[config.mk]
export PLATFORM = sky130hd
export DESIGN_NAME = router_sw_alloc
export DESIGN_NICKNAME = d
export VERILOG_FILES = /design/src/rtl/router_sw_alloc.sv
export SDC_FILE = /design/constraint.sdc
export NUM_CORES = 1
export LEC_CHECK = 0
export CAP_MARGIN = 5
export CORE_ASPECT_RATIO = 0.8
export CORE_UTILIZATION = 50
export DETAILED_ROUTE_END_ITERATION = 8
export DONT_BUFFER_PORTS = 1
export PLACE_DENSITY = 0.65
export SYNTH_ARGS = -nofsm -noshare
export SYNTH_HDL_FRONTEND = slang
export SYNTH_SLANG_ARGS = --single-unit
[constraint.sdc]
create_clock -name clk -period 9.7 [get_ports clk]
set_clock_uncertainty 0.15 [all_clocks]
set_input_delay 2.91 -clock clk [delete_from_list [all_inputs] [get_ports clk]]
set_output_delay 2.91 -clock clk [all_outputs]
set_load 0.02 [all_outputs]
[src/rtl/router_sw_alloc.sv]
// Wormhole switch allocator for a 5-port mesh router: per-output round-robin
// grant with lock until tail. Optional stall watchdog under SW_ALLOC_WDOG_EN.
module router_sw_alloc #(
  parameter int NUM_PORTS   = 5,
  parameter int WDOG_CYCLES = 256
) (
  input  logic                   clk,
  input  logic                   rst,
  input  logic [NUM_PORTS-1:0]   in_valid,
  input  logic [NUM_PORTS-1:0]   in_head,
  input  logic [NUM_PORTS-1:0]   in_tail,
  input  logic [3*NUM_PORTS-1:0] in_route,
  input  logic [NUM_PORTS-1:0]   out_ready,
  output logic [NUM_PORTS-1:0]   in_ready,
  output logic [NUM_PORTS-1:0]   out_valid,
  output logic [3*NUM_PORTS-1:0] xbar_sel,
  output logic                   wdog_err
);

  localparam logic [0:0] ST_IDLE   = 1'b0;
  localparam logic [0:0] ST_LOCKED = 1'b1;

  logic [NUM_PORTS-1:0] own_oh [NUM_PORTS];
  logic [NUM_PORTS-1:0] pop_oh [NUM_PORTS];
  logic [NUM_PORTS-1:0] is_owner;
`ifdef SW_ALLOC_WDOG_EN
  logic [NUM_PORTS-1:0] stall_hit;
`endif

  // An input owns at most one output, so OR-reducing the one-hot views is exact.
  always_comb begin
    is_owner = '0;
    in_ready = '0;
    for (int o = 0; o < NUM_PORTS; o++) begin
      is_owner = is_owner | own_oh[o];
      in_ready = in_ready | pop_oh[o];
    end
  end

  genvar gi, gj;
  generate
    for (gi = 0; gi < NUM_PORTS; gi++) begin : g_out
      logic [0:0]           state_reg;
      logic [2:0]           owner_reg;
      logic [2:0]           rr_reg;
      logic                 locked;
      logic                 xfer;
      logic                 fin;
      logic                 hit;
      logic [2:0]           widx;
      logic [NUM_PORTS-1:0] req;

      assign locked          = (state_reg == ST_LOCKED);
      assign xfer            = locked & in_valid[owner_reg] & out_ready[gi];
      assign fin             = xfer & in_tail[owner_reg];
      assign out_valid[gi]   = locked & in_valid[owner_reg];
      assign xbar_sel[3*gi +: 3] = locked ? owner_reg : 3'b111;
      assign own_oh[gi]      = locked ? (NUM_PORTS'(1) << owner_reg) : '0;
      assign pop_oh[gi]      = xfer ? own_oh[gi] : '0;

      for (gj = 0; gj < NUM_PORTS; gj++) begin : g_req
        assign req[gj] = in_valid[gj] & in_head[gj] & ~is_owner[gj] &
                         (in_route[3*gj +: 3] == 3'(gi));
      end

      // Search from rr_reg upward, wrapping at NUM_PORTS.
      always_comb begin
        int idx;
        idx  = 0;
        hit  = 1'b0;
        widx = '0;
        for (int k = 0; k < NUM_PORTS; k++) begin
          idx = int'(rr_reg) + k;
          if (idx >= NUM_PORTS) idx = idx - NUM_PORTS;
          if (!hit && req[idx]) begin
            hit  = 1'b1;
            widx = 3'(idx);
          end
        end
      end

      always_ff @(posedge clk) begin
        if (rst) begin
          state_reg <= ST_IDLE;
          owner_reg <= '0;
          rr_reg    <= '0;
        end else if (locked) begin
          if (fin) begin
            state_reg <= ST_IDLE;
            rr_reg    <= (owner_reg == 3'(NUM_PORTS-1)) ? 3'd0 : owner_reg + 3'd1;
          end
        end else if (hit) begin
          state_reg <= ST_LOCKED;
          owner_reg <= widx;
        end
      end

`ifdef SW_ALLOC_WDOG_EN
      logic [15:0] wdog_cnt_reg;

      always_ff @(posedge clk) begin
        if (rst || !locked || xfer) begin
          wdog_cnt_reg <= '0;
        end else if (wdog_cnt_reg != 16'hffff) begin
          wdog_cnt_reg <= wdog_cnt_reg + 16'd1;
        end
      end

      // Fires on the stalled cycle that brings the count to WDOG_CYCLES.
      assign stall_hit[gi] = locked & ~xfer &
                             (({1'b0, wdog_cnt_reg} + 17'd1) >= 17'(WDOG_CYCLES));
`endif
    end
  endgenerate

`ifdef SW_ALLOC_WDOG_EN
  logic wdog_err_reg;

  always_ff @(posedge clk) begin
    if (rst) begin
      wdog_err_reg <= 1'b0;
    end else if (|stall_hit) begin
      wdog_err_reg <= 1'b1;
    end
  end

  assign wdog_err = wdog_err_reg;
`else
  assign wdog_err = 1'b0;
`endif

endmodule
==> key figures <==
Synth
  – Syn Inst Count: between 1k and 1.5k
  – Synth warn: 0
  – Async set-reset flop share out of synthesis: 0%
  – Post-synthesis sequential area ratio: just under 9%
  – Number of synthesized register bits: 35
  – Combinational family with the most area after synthesis: simple AND/OR/NAND/NOR gates
  – Cell taking the most area after synthesis: ha_1
  – Mapped Nets: 1208
  – Post-Synth XOR/XNOR Area: under 10%
  – Syn avg cell area: roughly 7.3 um2
  – Number of flops mapped to enable cells by yosys: 0
  – Area share of the largest cell type after synthesis: roughly 14%
  – Post-synthesis mux area share: under 10%
  – Cell area after synthesis: approximately 7900 um2
  – Count leader, synth: nand2_1
  – Synth area leaders: ha_1 (14%), dfxtp_1 (8.9%), nand2_1 (4.9%)
  – Most used DFF post-synth: dfxtp_1
  – Complex-gate fraction of the synthesized area: roughly 29%
  – Post-synth cell types: a little under 100
  – Simple-Gate Fraction of Synth Area: a little under a third
  – Adder-cell area share of the yosys netlist: about 14%
  – Leading cell types by count after synthesis: nand2_1 (103), nor2_1 (95), ha_1 (90), a21oi_1 (63), inv_1 (47)

Global route
  – Grt ovf: 0
  – Initial antenna violation count: 1
  – First-pass GRT wire length: 38070 um
  – Overall Global Routing Usage: roughly 30%
  – Largest net degree at the start of global routing: 38
  – Vias in the first global route: 7071

Timing
  – Peak Freq: roughly 130 MHz
  – Setup TNS Final: 0 ns
  – Worst slew margin: roughly 27%
  – Min Tclk post-route: 7.941 ns
  – RSZ-0062 raised after global routing: false
  – Period utilisation layout: between 80% and 90%
  – Hold Violations, Final: 0
  – Setup violators final: 0
  – Actual slew at the worst max-slew pin: about 1.1 ns
  – Hold_ws: 0.4790 ns
  – Max-slew violations: 0

Worst setup path
  – CP Class: input port to output port
  – Crit path cell chain: mux4_2 > nand2_1 > a21boi_0 > nand2_1 > nor2_1 > a22oi_1 > nand2_1
  – CP arrival: about 4.9 ns
  – CP bufs+invs: 0
  – Crit path max fanout: 7
  – Flop-to-flop setup slack: approximately 5.2 ns
  – CP max-delay cell: a21boi_0
  – Family with the most delay on the worst path: simple AND/OR/NAND/NOR gates
  – Worst setup EP type: output port
  – Worst path most repeated cell: nand2_1
  – Critical path launch point type: input port
  – Worst endpoint required time: roughly 6.6 ns
  – Critical path's largest stage delay: just over 0.7 ns

Floorplan
  – Die width: 142.2 um
  – Die Area: around 16000 um2
  – Core region area: approximately 15000 um2
  – Rows: 40
  – Die H: between 100 and 150 um
  – Starting Density: between 50% and 60%
  – I/O pin cnt: 63

Run status
  – Status: finished, final reports clean

Layout
  – Layout cells sized above 1: ~7.3%
  – Final nets: roughly 1.2k
  – Area growth, synth to finish: 3.134%
  – # fillers: about 1.5k

Clock tree
  – CTS sink cnt: 35
  – Post-CTS Setup Bufs: 0
  – TritonCTS clock tree: built
  – CTS root buf: clkbuf_16
  – Resized Gates After CTS: 0
  – Clk slew on worst S/H paths: ~0.06 ns
  – CTS Buffer Depth: 2
  – Total CTS buffers: 5
  – Hold Buf Count CTS: 0
  – Clock Latency Late Sink: roughly 0.29 ns
  – H-tree Lvls: 2

Route
  – Drt via density: between 6 and 7
  – Wire length on met3: ~2400 um
  – Met1 Wirelength: around 12000 um
  – ANT nets after route: 0
  – 1st-pass router iterations: 8
  – WL met2: slightly above 10000 um
  – Initial DRC count: 910
  – Drc violations: 0
  – Via count: roughly 8k
  – Wire per inst: around 20 um
  – DR top layer: met4
  – WL final: approximately 25000 um

Pwr
  – Clk pwr share: 39.0%
  – Post-layout power: between 0.0005 and 0.0006 W
  – Max rail drop VDD: roughly 58 uV
  – Sequential power share: 31.5%
  – Cell Pwr Density: 67.44 nW/um2
  – Combinational Power Share: ~30%
  – P_leak: between 2 and 3 nW
  – Switching share of total power: about 34%
  – P_sw: 0.0001885 W
  – Internal power: between 0.0003 and 0.0004 W

Placed design
  – Routability cong.: 0.9791
  – HPWL after DPL: 19100 um
  – # port buffers: 0

Job
  – Max-cap violations: 0

Worst hold path
  – Hold Path Class: flop to flop
-- kinds of logic after synthesis --
group | count (synthesis)
flip-flops | 35
adder cells (fa/ha/maj) | 90
buffers and inverters | 104
multiplexers | 53
AND/OR/NAND/NOR | 466
XOR/XNOR | 12
other | 1
AO/OA/AOI/OAI | 320
-- placed cells by master, fill, tap and decap left out, types with 6 or more instances in the layout --
cell type | synthesis | routed
nor2b_1 | 18 | 18
a2111oi_0 | 9 | 9
a21boi_0 | 6 | 6
or2_2 | 8 | 8
o31ai_1 | 7 | 7
a31oi_1 | 18 | 18
nor3_1 | 41 | 41
nor3b_1 | 14 | 14
nor4_1 | 13 | 13
a21oi_1 | 63 | 63
o21ai_0 | 45 | 45
nand2b_1 | 30 | 30
nor2_1 | 95 | 95
a22oi_1 | 11 | 11
a21o_1 | 14 | 14
mux2_2 | 9 | 9
and3_1 | 6 | 6
a211o_1 | 16 | 16
mux4_2 | 15 | 15
a211oi_1 | 31 | 31
o22ai_1 | 21 | 21
dfxtp_1 | 35 | 35
nand3_1 | 41 | 41
nand3b_1 | 18 | 18
nand4_1 | 16 | 16
or3_1 | 15 | 15
o22a_1 | 6 | 6
mux2i_1 | 28 | 28
and2_1 | 11 | 11
nand2_1 | 103 | 103
inv_1 | 47 | 47
ha_1 | 90 | 90
xnor2_1 | 8 | 8
-- final timing paths --
| check | start | endpoint | depth (start not counted) |
|---|---|---|---|
| min | g_out[0].owner_reg[0] | g_out[0].owner_reg[0] | 2 |
| min reg2reg | g_out[0].owner_reg[0] | g_out[0].owner_reg[0] | 2 |
| max reg2reg | g_out[3].owner_reg[0] | g_out[0].owner_reg[2] | 11 |
| max | in_valid[1] | in_ready[0] | 7 |
-- power by group through the flow --
stage | registers, W | logic [W] | clock network, W
final | 0.000172 | 0.000161 | 0.000213
after global routing | 0.000175 | 0.000173 | 0.000221
after CTS | 0.000171 | 0.000157 | 0.000214
after detailed placement | 0.000175 | 0.000156 | 0
after global placement | 0.000175 | 0.000156 | 0
after floorplan | 0.000162 | 0.000140 | 0
-- layout make-up --
cell class	instances	area (um2)	share of cell area, %
diodes	1	2.502	0.03085
clock buffers	5	125.1	1.542
clock inverters	3	67.56	0.8329
inverters	49	183.9	2.267
multi-input cells	942	6731	82.99
flip-flops and latches	35	700.7	8.638
well taps	210	262.8	3.239
repair buffers	5	37.54	0.4627
-- metrics by stage --
| step | instances | area (um2) | util, % | setup WS, ns |
|---|---|---|---|---|
| after floorplan | 1081 | 7865 | - | 2.109 |
| after global placement | 1241 | 7916 | 52.03 | 1.837 |
| after detailed placement | 1241 | 7916 | 52.03 | 1.820 |
| after CTS | 1249 | 8109 | 53.30 | 1.819 |
| after global routing | 1249 | 8109 | 53.30 | 1.682 |
| final | 1250 | 8112 | 53.31 | 1.759 |
-- tightest hold or removal path, cell delays in order (launching register included) --
cell	delay (ns)
dfxtp_1	0.41
nand2b_1	0.12
a21oi_1	0.06
-- layer usage --
layer  up-vias  GRT usage, %
met5         -             0
met4         0         5.161
met3        17         6.775
met2       323         43.33
met1      3848         43.81
li1       4022             -
Power figures use the tool's default switching activity.
